[config.mk]
export PLATFORM = sky130hd
export DESIGN_NAME = mem_access_ctrl
export DESIGN_NICKNAME = d
export VERILOG_FILES = /design/src/rtl/mem_access_ctrl.sv
export SDC_FILE = /design/constraint.sdc
export NUM_CORES = 1
export LEC_CHECK = 0
export CORE_MARGIN = 2
export CORE_UTILIZATION = 35
export CTS_BUF_LIST = sky130_fd_sc_hd__clkbuf_8 sky130_fd_sc_hd__clkbuf_16
export CTS_CLUSTER_SIZE = 20
export DETAILED_ROUTE_END_ITERATION = 6
export PLACE_DENSITY = 0.77
export REMOVE_ABC_BUFFERS = 1
export SLEW_MARGIN = 25
export SYNTH_ARGS = -nofsm -noshare
export SYNTH_HDL_FRONTEND = slang
export SYNTH_SLANG_ARGS = --single-unit
[constraint.sdc]
create_clock -name clk -period 2.6 [get_ports clk]
set_input_delay 0.65 -clock clk [delete_from_list [all_inputs] [get_ports clk]]
set_output_delay 0.65 -clock clk [all_outputs]
set_load 0.05 [all_outputs]
[src/rtl/mem_access_ctrl.sv]
// mem_access_ctrl: memory-stage load/store controller driving a req/gnt/rvalid data bus
module mem_access_ctrl #(
    parameter int WORD_WIDTH = 32,
    parameter int TIMEOUT    = 16
) (
    input  logic                  clk,
    input  logic                  rst,
    input  logic                  memRead_ex,
    input  logic                  memWrite_ex,
    input  logic [2:0]            funct_ex,
    input  logic [WORD_WIDTH-1:0] alu_result,
    input  logic [WORD_WIDTH-1:0] rd_data2_ex,
    output logic                  stall,
    output logic [WORD_WIDTH-1:0] load_data,
    output logic                  load_valid,
    output logic                  misaligned,
    output logic                  bus_err,
    output logic                  dmem_req,
    output logic                  dmem_we,
    output logic [WORD_WIDTH-1:0] dmem_addr,
    output logic [3:0]            dmem_be,
    output logic [WORD_WIDTH-1:0] dmem_wdata,
    input  logic                  dmem_gnt,
    input  logic                  dmem_rvalid,
    input  logic [WORD_WIDTH-1:0] dmem_rdata
);
    localparam int CW = $clog2(TIMEOUT);
    typedef enum logic [1:0] {IDLE, REQ, WAIT, DONE} state_t;
    state_t                  state;
    logic [CW-1:0]           cnt;
    logic [2:0]              funct_q;
    logic [1:0]              off_q;
    logic                    access, is_b, is_h, mis, done_ok, tmo;
    logic [3:0]              be_c;
    logic [WORD_WIDTH-1:0]   wdata_c, ext;
    logic [7:0]              byte_v;
    logic [15:0]             half_v;
    always_comb begin
        access  = memRead_ex | memWrite_ex;
        is_b    = funct_ex[1:0] == 2'b00;
        is_h    = funct_ex[1:0] == 2'b01;
        mis     = is_b ? 1'b0 : is_h ? alu_result[0] : |alu_result[1:0];
        be_c    = is_b ? 4'b0001 << alu_result[1:0] : is_h ? 4'b0011 << {alu_result[1], 1'b0} : 4'b1111;
        wdata_c = is_b ? {4{rd_data2_ex[7:0]}} : is_h ? {2{rd_data2_ex[15:0]}} : rd_data2_ex;
        byte_v  = 8'(dmem_rdata >> {off_q, 3'b000});
        half_v  = 16'(dmem_rdata >> {off_q[1], 4'b0000});
        ext     = funct_q[1:0] == 2'b00 ? {{24{~funct_q[2] & byte_v[7]}}, byte_v} :
                  funct_q[1:0] == 2'b01 ? {{16{~funct_q[2] & half_v[15]}}, half_v} : dmem_rdata;
        done_ok = (state == REQ && dmem_gnt && (dmem_we || dmem_rvalid)) || (state == WAIT && dmem_rvalid);
        tmo     = (state == REQ || state == WAIT) && !done_ok && cnt == CW'(TIMEOUT - 1);
        stall      = (state == IDLE && access && !mis) || state == REQ || state == WAIT;
        misaligned = state == IDLE && access && mis;
        dmem_req   = state == REQ;
    end
    always_ff @(posedge clk) begin
        if (rst) begin
            state      <= IDLE;
            cnt        <= '0;
            funct_q    <= '0;
            off_q      <= '0;
            load_data  <= '0;
            load_valid <= 1'b0;
            bus_err    <= 1'b0;
            dmem_we    <= 1'b0;
            dmem_addr  <= '0;
            dmem_be    <= '0;
            dmem_wdata <= '0;
        end else begin
            load_valid <= 1'b0;
            bus_err    <= 1'b0;
            case (state)
                IDLE: if (access && !mis) begin
                    state      <= REQ;
                    cnt        <= '0;
                    funct_q    <= funct_ex;
                    off_q      <= alu_result[1:0];
                    dmem_we    <= memWrite_ex;
                    dmem_addr  <= {alu_result[WORD_WIDTH-1:2], 2'b00};
                    dmem_be    <= be_c;
                    dmem_wdata <= wdata_c;
                end
                REQ, WAIT: begin
                    if (done_ok) begin
                        state <= DONE;
                        if (!dmem_we) begin
                            load_data  <= ext;
                            load_valid <= 1'b1;
                        end
                    end else if (tmo) begin
                        state     <= DONE;
                        bus_err   <= 1'b1;
                        load_data <= '0;
                    end else begin
                        cnt <= cnt + 1'b1;
                        if (state == REQ && dmem_gnt) state <= WAIT;
                    end
                end
                default: state <= IDLE;
            endcase
        end
    end
endmodule

==> results.sh, run 1 <==
export IMPL_p_int_mw=3.63
export IMPL_comb_power_share=0.441
export IMPL_max_slew_margin=0.616
export IMPL_setup_viol=0
export IMPL_crit_family="buffers and inverters"
export IMPL_routed_via_density=5.14
export IMPL_hpwl_um=10600
export IMPL_irDropWorstVdd_mv=0.369
export IMPL_clkSinkCount=112
export IMPL_timing_rr_start="state[0]$_SDFFE_PP0P_"
export IMPL_path_max_fanout=6
export IMPL_status="finished, final reports clean"
export IMPL_drv_slew=0
export IMPL_die_area_um2=15500
export IMPL_cp_arrival_ns=1.86
export IMPL_root_buffer="clkbuf_16"
export IMPL_gr_usage_all_layers=0.191
export IMPL_hold_path_class="register to register"
export IMPL_worst_slew_pin_transition_ns=0.573
export IMPL_path_depth=5
export IMPL_pwr_share_seq=0.339
export IMPL_ys_warn_count=0
export IMPL_die_h_um=125
export IMPL_ys_ff_latch=112
export IMPL_antenna_found_initial=1
export IMPL_io_pins=211
export IMPL_dp_cells=950
export IMPL_critical_path_class="input pin to output port"
export IMPL_crit_end="stall"
export IMPL_via_count=4969
export IMPL_cp_num_buf_inv=2
export IMPL_drive_gt1_frac=0.0793
export IMPL_synth_edff_count=0
export IMPL_postSynthAreaPerCell_um2=8.69
export IMPL_worstReg2RegEnd="load_data[2]$_SDFFE_PP0P_"
export IMPL_finalCritPeriodShare=0.967
export IMPL_path_clk_slew_ns=0.07
export IMPL_grt_max_degree=78
export IMPL_worstPathRequired_ns=1.95
export IMPL_reg2reg_setup_slack_ns=0.39
export IMPL_cp_startpoint="funct_ex[1]"
export IMPL_clkLatencyLatePin_ns=0.35
export IMPL_synth_cell_types=50
export IMPL_cap_violations=0
export IMPL_dr_pass1_iters=5
export IMPL_clock_skew_ns=0.00962
export IMPL_power_switching_mw=2.55
export IMPL_ys_seq_area_frac=0.440
export IMPL_drt_wl_total_um=15100
export IMPL_cts_made_buffers=9
export IMPL_p_per_area_nw_per_um2=805
export IMPL_period_needed_ns=2.51
export IMPL_async_flop_share=0
export IMPL_placeableCoreArea_um2=14400
export IMPL_crit_path_end_kind="output port"
export IMPL_wire_per_inst_um=15.6
export IMPL_critical_path_slowest_cell="clkdlybuf4s50_1"
export IMPL_leakage_nw=2.85
export IMPL_ys_flop_type="dfxtp_1"
export IMPL_fp_row_count=44
export IMPL_rsz0062_at_grt="no"
export IMPL_crit_path_max_incr_delay_ns=0.52
export IMPL_cts_buffer_depth=2
export IMPL_area_growth_pct=50.6
export IMPL_power_switching_share=0.412
export IMPL_crit_chain="clkdlybuf4s50_1 > o21ai_1 > nand3b_1 > nand2_1 > buf_12"
export IMPL_final_nets=887
export IMPL_grt_pass1_vias=4794
export IMPL_drt_iter0_drc=264
export IMPL_cts_hold_buf=0
export IMPL_place_congestion=0.812
export IMPL_htree_levels=3
export IMPL_fp_dieW_um=125
export IMPL_grt_overflow=0
export IMPL_grt_pass1_wl_um=24300
export IMPL_antenna_cells=0
export IMPL_fmaxAchievable_ghz=0.398
export IMPL_start_util=0.354
export IMPL_port_buffers=208
export IMPL_tritoncts="built"
export IMPL_synth_cells=586
export IMPL_cp_start_kind="input pin"
export IMPL_remaining_drc_errors=0
export IMPL_stdcell_count=966
export IMPL_ant_nets=0
export IMPL_final_hold_violation_count=0
export IMPL_reg2reg_depth=7
export IMPL_n_fill_cell=1349
export IMPL_synth_area_um2=5090
export IMPL_totalPowerFinal_mw=6.17
export IMPL_p_clk_frac=0.220
[per-stage QoR]
step	instance area, um2	hold WS (ns)	worst slack, ns	util	setup TNS (ns)
floorplan	4840	0.448	-3.56	-	-265.28
global placement	7380	0.440	0.0529	0.514	0
detailed placement	7380	0.445	0.0274	0.514	0
CTS	7670	0.457	0.0123	0.534	0
global route	7670	0.476	0.0333	0.534	0
finish	7670	0.455	0.0854	0.534	0
[synth_stat cells (all sizes together), types with 4 or more instances]
| cell | n | share of area |
|---|---|---|
| dfxtp | 112 | 0.44 |
| clkbuf | 18 | 0.014 |
| a311oi | 9 | 0.015 |
| o31ai | 4 | 0.0086 |
| a22o | 6 | 0.010 |
| nor2b | 4 | 0.0079 |
| buf | 31 | 0.037 |
| nand2 | 134 | 0.099 |
| nor3 | 5 | 0.0059 |
| ha | 5 | 0.012 |
| o2bb2ai | 23 | 0.040 |
| a21oi | 60 | 0.059 |
| o21ai | 34 | 0.033 |
| a32o | 4 | 0.0079 |
| mux4 | 8 | 0.035 |
| and2 | 9 | 0.011 |
| nor2 | 42 | 0.031 |
| inv | 7 | 0.0052 |
| a211oi | 15 | 0.022 |
| mux2i | 24 | 0.047 |
[what timing repair did]
item	in CTS	in global routing
resized for setup	0	2
endpoints found under the setup margin	0	1
setup buffers	0	0
[final cells by class]
class | count | area (um2) | share of cell area
clock buffer | 9 | 225 | 0.0294
timing repair buffer | 228 | 2300 | 0.299
inverter | 7 | 26.3 | 0.00343
multi-input combinational | 419 | 2590 | 0.337
sequential | 112 | 2240 | 0.292
clock inverter | 7 | 61.3 | 0.00799
tap | 184 | 230 | 0.0300
[kinds of logic after synthesis]
group | share of synthesized area
DFF | 0.440
buffers and inverters | 0.0553
other | 0.000736
adders and majority gates | 0.0123
and+or+nand+nor | 0.178
AOI/OAI and AO/OA | 0.229
muxes | 0.0848
[registers in the layout (all words and copies together) (netlist names)]
name	flops
state	2
bus_err	1
off_q	2
dmem_we	1
dmem_addr	30
dmem_wdata	32
funct_q	3
load_valid	1
dmem_be	4
cnt	4
load_data	32
[worst register-to-register path, cell delays in order (launching register included)]
cell and delay [ns]:
dfxtp_1 0.38, inv_1 0.08, ha_1 0.46, nand4_1 0.28, o21ba_2 0.40, nor3_2 0.08, buf_12 0.18, a22o_1 0.24
[cell usage in the layout (no fill, tap or decap), types with 15 or more instances in the layout]
master / Yosys / layout
a211oi_1: 15 / 15
a21oi_1: 60 / 60
buf_4: 6 / 16
clkdlybuf4s50_1: 0 / 205
dfxtp_1: 112 / 112
mux2i_1: 24 / 24
nand2_1: 134 / 134
nor2_1: 42 / 42
o21ai_0: 34 / 32
o2bb2ai_1: 23 / 23
[layer usage]
layer	share of wire	up-vias	track usage
li1	-	2447	-
met1	0.44	2297	0.248
met2	0.46	208	0.300
met3	0.085	17	0.0593
met4	0.018	0	0.0687
met5	0	-	0
[how the worst min path moves through the flow]
stage	startpoint	end	slack (ns)	cells after the start
global placement	dmem_addr[7]$_SDFFE_PP0P_	dmem_addr[7]$_SDFFE_PP0P_	0.44	2
CTS	dmem_addr[7]$_SDFFE_PP0P_	dmem_addr[7]$_SDFFE_PP0P_	0.46	2
detailed placement	dmem_addr[25]$_SDFFE_PP0P_	dmem_addr[25]$_SDFFE_PP0P_	0.45	2
global route	dmem_wdata[6]$_SDFFE_PP0P_	dmem_wdata[6]$_SDFFE_PP0P_	0.48	2
finish	dmem_addr[3]$_SDFFE_PP0P_	dmem_addr[3]$_SDFFE_PP0P_	0.45	2
floorplan	cnt[3]$_SDFFE_PP0P_	cnt[3]$_SDFFE_PP0P_	0.45	2
[power groups by stage]
stage	logic (mW)	clock network, mW	registers [mW]
floorplan	1.07	0	2.78
detailed placement	2.73	0	2.13
global placement	2.70	0	2.13
CTS	2.74	1.40	2.10
global route	2.92	1.48	2.12
finish	2.72	1.36	2.09
Note: power is estimated with default switching activity, not from simulation.
==> run 2, diff against run 1 <==
CORE_UTILIZATION = 43   (was 35)
PLACE_DENSITY = 0.89   (was 0.77)
==> results.sh, run 2 (synthesis results as in run 1) <==
export IMPL_status="finished, final reports clean"
export IMPL_fin_tns_setup_ns=0
export IMPL_critical_path_slowest_cell="clkdlybuf4s50_1"
export IMPL_max_slew_margin=0.433
export IMPL_critical_path_class="register to output port"
export IMPL_cts_buffer_depth=2
export IMPL_irDropWorstVdd_mv=0.424
export IMPL_final_common_cell="clkdlybuf4s50_1"
export IMPL_wire_per_inst_um=17.2
export IMPL_path_max_fanout=4
export IMPL_dpl_instance_area_um2=7320
export IMPL_period_needed_ns=2.53
export IMPL_cp_arrival_ns=1.88
export IMPL_routed_via_density=5.60
export IMPL_crit_path_end_kind="output port"
export IMPL_final_hold_violation_count=0
export IMPL_start_util=0.444
export IMPL_fp_dieW_um=113
export IMPL_drv_slew=0
export IMPL_gr_usage_all_layers=0.241
export IMPL_grt_max_degree=80
export IMPL_via_count=5174
export IMPL_htree_levels=3
export IMPL_tritoncts="built"
export IMPL_cp_start_kind="register"
export IMPL_p_per_area_nw_per_um2=810
export IMPL_fmaxAchievable_ghz=0.396
export IMPL_path_clk_slew_ns=0.07
export IMPL_drt_iter0_drc=435
export IMPL_drt_wl_total_um=15900
export IMPL_grt_pass1_vias=5045
export IMPL_io_pins=211
export IMPL_layout_common_cells="205 x clkdlybuf4s50_1, 134 x nand2_1, 112 x dfxtp_1"
export IMPL_port_buffers=208
export IMPL_final_util=0.662
export IMPL_ant_nets=0
export IMPL_drive_gt1_frac=0.0768
export IMPL_finalCritPeriodShare=0.971
export IMPL_final_nets=886
export IMPL_met2_usage=0.427
export IMPL_place_congestion=0.880
export IMPL_cts_made_buffers=9
export IMPL_top_usage_layer="met2"
export IMPL_area_growth_pct=49.0
export IMPL_crit_chain="inv_1 > ha_1 > clkdlybuf4s50_1"
export IMPL_cp_num_buf_inv=2
export IMPL_fp_row_count=39
export IMPL_n_fill_cell=923
export IMPL_grt_pass1_wl_um=24900
export IMPL_clock_skew_ns=0.00638
export IMPL_die_area_um2=12700
export IMPL_met3_usage=0.0734
export IMPL_worstPathRequired_ns=1.95
export IMPL_rsz0062_at_grt="no"
export IMPL_dr_pass1_iters=5
export IMPL_reg_top3="dmem_wdata (32), load_data (32), dmem_addr (30)"
export IMPL_setup_viol=0
export IMPL_remaining_drc_errors=0
export IMPL_cts_hold_buf=0
export IMPL_cts_setup_buffers=0
export IMPL_hold_path_class="register to register"
export IMPL_placeableCoreArea_um2=11500
export IMPL_crit_family="buffers and inverters"
export IMPL_cap_violations=0
export IMPL_worst_slew_pin_transition_ns=0.850
export IMPL_grt_overflow=0
export IMPL_totalPowerFinal_mw=6.14
export IMPL_leakage_nw=2.84
export IMPL_grt_util_met1=0.277
export IMPL_clkSinkCount=112
export IMPL_clkLatencyLatePin_ns=0.35
export IMPL_root_buffer="clkbuf_16"
export IMPL_postLayoutCellArea_um2=7590
export IMPL_crit_path_max_incr_delay_ns=0.84
export IMPL_antenna_found_initial=0
export IMPL_hpwl_um=11400
export IMPL_die_h_um=113
export IMPL_antenna_cells=0
-- run 2: metal layers --
layer	vias up	wire (um)
met5	-	0
met4	0	262
met3	25	1280
met2	235	7960
met1	2477	6380
li1	2437	-
-- run 2: final timing paths --
kind / from / to / slack (ns) / cells after the start
min: dmem_addr[19]$_SDFFE_PP0P_ / dmem_addr[19]$_SDFFE_PP0P_ / 0.46 / 2
min reg2reg: dmem_addr[19]$_SDFFE_PP0P_ / dmem_addr[19]$_SDFFE_PP0P_ / 0.46 / 2
max reg2reg: state[1]$_SDFFE_PP0P_ / load_data[3]$_SDFFE_PP0P_ / 0.29 / 8
max: state[1]$_SDFFE_PP0P_ / dmem_req / 0.07 / 3
-- run 2: area by class of cell --
class / instances / area (um2) / area share
Timing Repair Buffer: 227 / 2280 / 0.300
Tap cell: 143 / 179 / 0.0236
Multi-Input combinational cell: 419 / 2600 / 0.342
Inverter: 7 / 26.3 / 0.00346
Clock inverter: 7 / 40.0 / 0.00528
Clock buffer: 9 / 225 / 0.0297
Sequential cell: 112 / 2240 / 0.296
-- run 2: metrics by stage --
stage	hold WS [ns]	setup slack (ns)	cells
after floorplan	0.448	-3.56	538
after global placement	0.442	-0.132	908
after detailed placement	0.448	-0.0855	908
after CTS	0.460	0.0467	924
after global routing	0.480	0.0102	924
final	0.457	0.0745	924
-- run 2: worst register-to-register path: cells and delay by family (launching register included) --
family	cells	cell delay, ns
adder cells (fa/ha/maj)	1	0.31
AND/OR/NAND/NOR	2	0.34
flip-flops	1	0.40
AO/OA/AOI/OAI	2	0.68
buffers and inverters	3	0.47
-- run 2: where the power goes --
| group | internal, mW | switching, mW | leakage [nW] | total (mW) |
|---|---|---|---|---|
| registers | 1.94 | 0.152 | 0.913 | 2.09 |
| clock network | 0.642 | 0.636 | 0.136 | 1.28 |
| logic | 1.02 | 1.75 | 1.79 | 2.77 |
-- run 2: what timing repair did --
item	in CTS	in global routing
hold endpoints to repair	0	0
setup endpoints to repair	0	2
gates resized for setup	0	2
==> run 3, diff against run 2 <==
CTS_CLUSTER_DIAMETER = 40   (was default)
RECOVER_POWER = 100   (was default)
SLEW_MARGIN = 20   (was 25)
==> results.sh, run 3 (synthesis results as in run 1) <==
export IMPL_drt_wl_total_um=15800
export IMPL_clock_skew_ns=0.00526
export IMPL_crit_chain="inv_1 > ha_1 > clkdlybuf4s50_1"
export IMPL_drv_slew=0
export IMPL_port_buffers=208
export IMPL_die_area_um2=12700
export IMPL_start_util=0.444
export IMPL_fp_dieW_um=113
export IMPL_finalCritPeriodShare=0.971
export IMPL_leakage_nw=3.13
export IMPL_root_buffer="clkbuf_16"
export IMPL_place_congestion=0.880
export IMPL_rsz0062_at_grt="no"
export IMPL_setup_viol=0
export IMPL_cts_hold_buf=0
export IMPL_final_common_cell="nand2_1"
export IMPL_min_from="dmem_addr[3]$_SDFFE_PP0P_"
export IMPL_tritoncts="built"
export IMPL_grt_max_degree=80
export IMPL_grt_overflow=0
export IMPL_grt_pass1_wl_um=24800
export IMPL_layout_common_cells="134 x nand2_1, 112 x dfxtp_1, 104 x clkdlybuf4s50_1"
export IMPL_worst_slew_pin_transition_ns=0.838
export IMPL_final_hold_violation_count=0
export IMPL_drive_gt1_frac=0.0730
export IMPL_reg2reg_depth=8
export IMPL_antenna_found_initial=0
export IMPL_worstReg2RegEnd="load_data[3]$_SDFFE_PP0P_"
export IMPL_grt_pass1_vias=5012
export IMPL_hold_depth=2
export IMPL_fmaxAchievable_ghz=0.396
export IMPL_antenna_cells=0
export IMPL_fin_tns_setup_ns=0
export IMPL_clkLatencyLatePin_ns=0.36
export IMPL_reg_top3="dmem_wdata (32), load_data (32), dmem_addr (30)"
export IMPL_clkSinkCount=112
export IMPL_crit_path_max_incr_delay_ns=0.84
export IMPL_irDropWorstVdd_mv=0.460
export IMPL_ant_nets=0
export IMPL_path_max_fanout=4
export IMPL_dr_pass1_iters=5
export IMPL_die_h_um=113
export IMPL_placeableCoreArea_um2=11500
export IMPL_status="finished, final reports clean"
export IMPL_timing_rr_start="state[1]$_SDFFE_PP0P_"
export IMPL_p_per_area_nw_per_um2=804
export IMPL_cp_num_buf_inv=2
export IMPL_remaining_drc_errors=0
export IMPL_path_clk_slew_ns=0.07
export IMPL_critical_path_slowest_cell="clkdlybuf4s50_1"
export IMPL_io_pins=211
export IMPL_htree_levels=3
export IMPL_totalPowerFinal_mw=6.09
export IMPL_critical_path_class="register to output port"
export IMPL_via_count=5186
export IMPL_worstPathRequired_ns=1.95
export IMPL_area_growth_pct=48.9
export IMPL_period_needed_ns=2.53
export IMPL_cap_violations=0
export IMPL_cp_start_kind="register"
export IMPL_stdcell_count=924
export IMPL_cts_made_buffers=9
export IMPL_holdPathEnd="dmem_addr[3]$_SDFFE_PP0P_"
export IMPL_gr_usage_all_layers=0.238
export IMPL_dp_cells=908
export IMPL_max_slew_margin=0.441
export IMPL_routed_via_density=5.61
export IMPL_crit_path_end_kind="output port"
export IMPL_reg2reg_setup_slack_ns=0.27
export IMPL_cts_buffer_depth=2
export IMPL_fp_row_count=39
export IMPL_hpwl_um=11400
export IMPL_hold_path_class="register to register"
export IMPL_drt_iter0_drc=516
export IMPL_final_nets=886
export IMPL_crit_family="buffers and inverters"
export IMPL_cp_arrival_ns=1.88
export IMPL_wire_per_inst_um=17.1
[run 3: cell count changes in the layout (fill, tap and decap cells not counted), sizes merged]
cell | previous run | this run
clkinvlp | 1 | 5
inv | 8 | 9
clkinv | 5 | 0
clkdlybuf4s50 | 205 | 104
buf | 22 | 21
clkbuf | 9 | 10
dlygate4sd3 | 0 | 101
[run 3: worst max path at each step]
| stage | startpoint | to | slack, ns | cells after the start |
|---|---|---|---|---|
| after floorplan | funct_ex[0] | dmem_be[3]$_SDFFE_PP0P_ | -3.56 | 3 |
| after global placement | dmem_rvalid | load_data[11]$_SDFFE_PP0P_ | -0.13 | 5 |
| after detailed placement | dmem_rvalid | load_data[12]$_SDFFE_PP0P_ | -0.19 | 5 |
| after CTS | memWrite_ex | stall | 0.03 | 5 |
| after global routing | state[1]$_SDFFE_PP0P_ | dmem_req | 0.02 | 3 |
| final | state[1]$_SDFFE_PP0P_ | dmem_req | 0.07 | 3 |
[run 3: worst min-delay path, stage by stage (launching register included)]
cell and delay [ns]:
dfxtp_1 0.31, nand2_1 0.05, a21oi_1 0.05
[run 3: repair_timing]
action / 4_1_cts / 5_1_grt
resized for setup: 0 / 2
buffers inserted: 0 / 0
endpoints found under the setup margin: 0 / 2
[run 3: power breakdown]
part           internal (mW)  switching (mW)
clock network          0.657           0.671
logic                  0.935            1.75
registers               1.94           0.143
total                   3.53            2.56
[run 3: layer usage]
metal	track usage	routed length (um)	vias to the layer above
met2	0.425	7800	280
met3	0.0632	1400	40
met4	0.0959	423	0
met1	0.269	6190	2425
li1	-	-	2441
met5	0	0	-
[run 3: metrics by stage]
stage,utilization,setup slack (ns),hold WS [ns],instance area [um2]
final,0.661,0.0746,0.455,7580
after CTS,0.662,0.0345,0.462,7590
after global placement,0.638,-0.132,0.442,7310
after floorplan,-,-3.56,0.448,4840
after detailed placement,0.638,-0.190,0.448,7310
after global routing,0.661,0.0173,0.479,7580
[run 3: final cells by class]
class / count / area (um2)
fillers: 919 / 3890
flip-flops and latches: 112 / 2240
inverters: 7 / 26.3
well taps: 143 / 179
multi-input cells: 419 / 2580
repair buffers: 227 / 2270
clock buffers: 9 / 225
clock inverters: 7 / 55.1
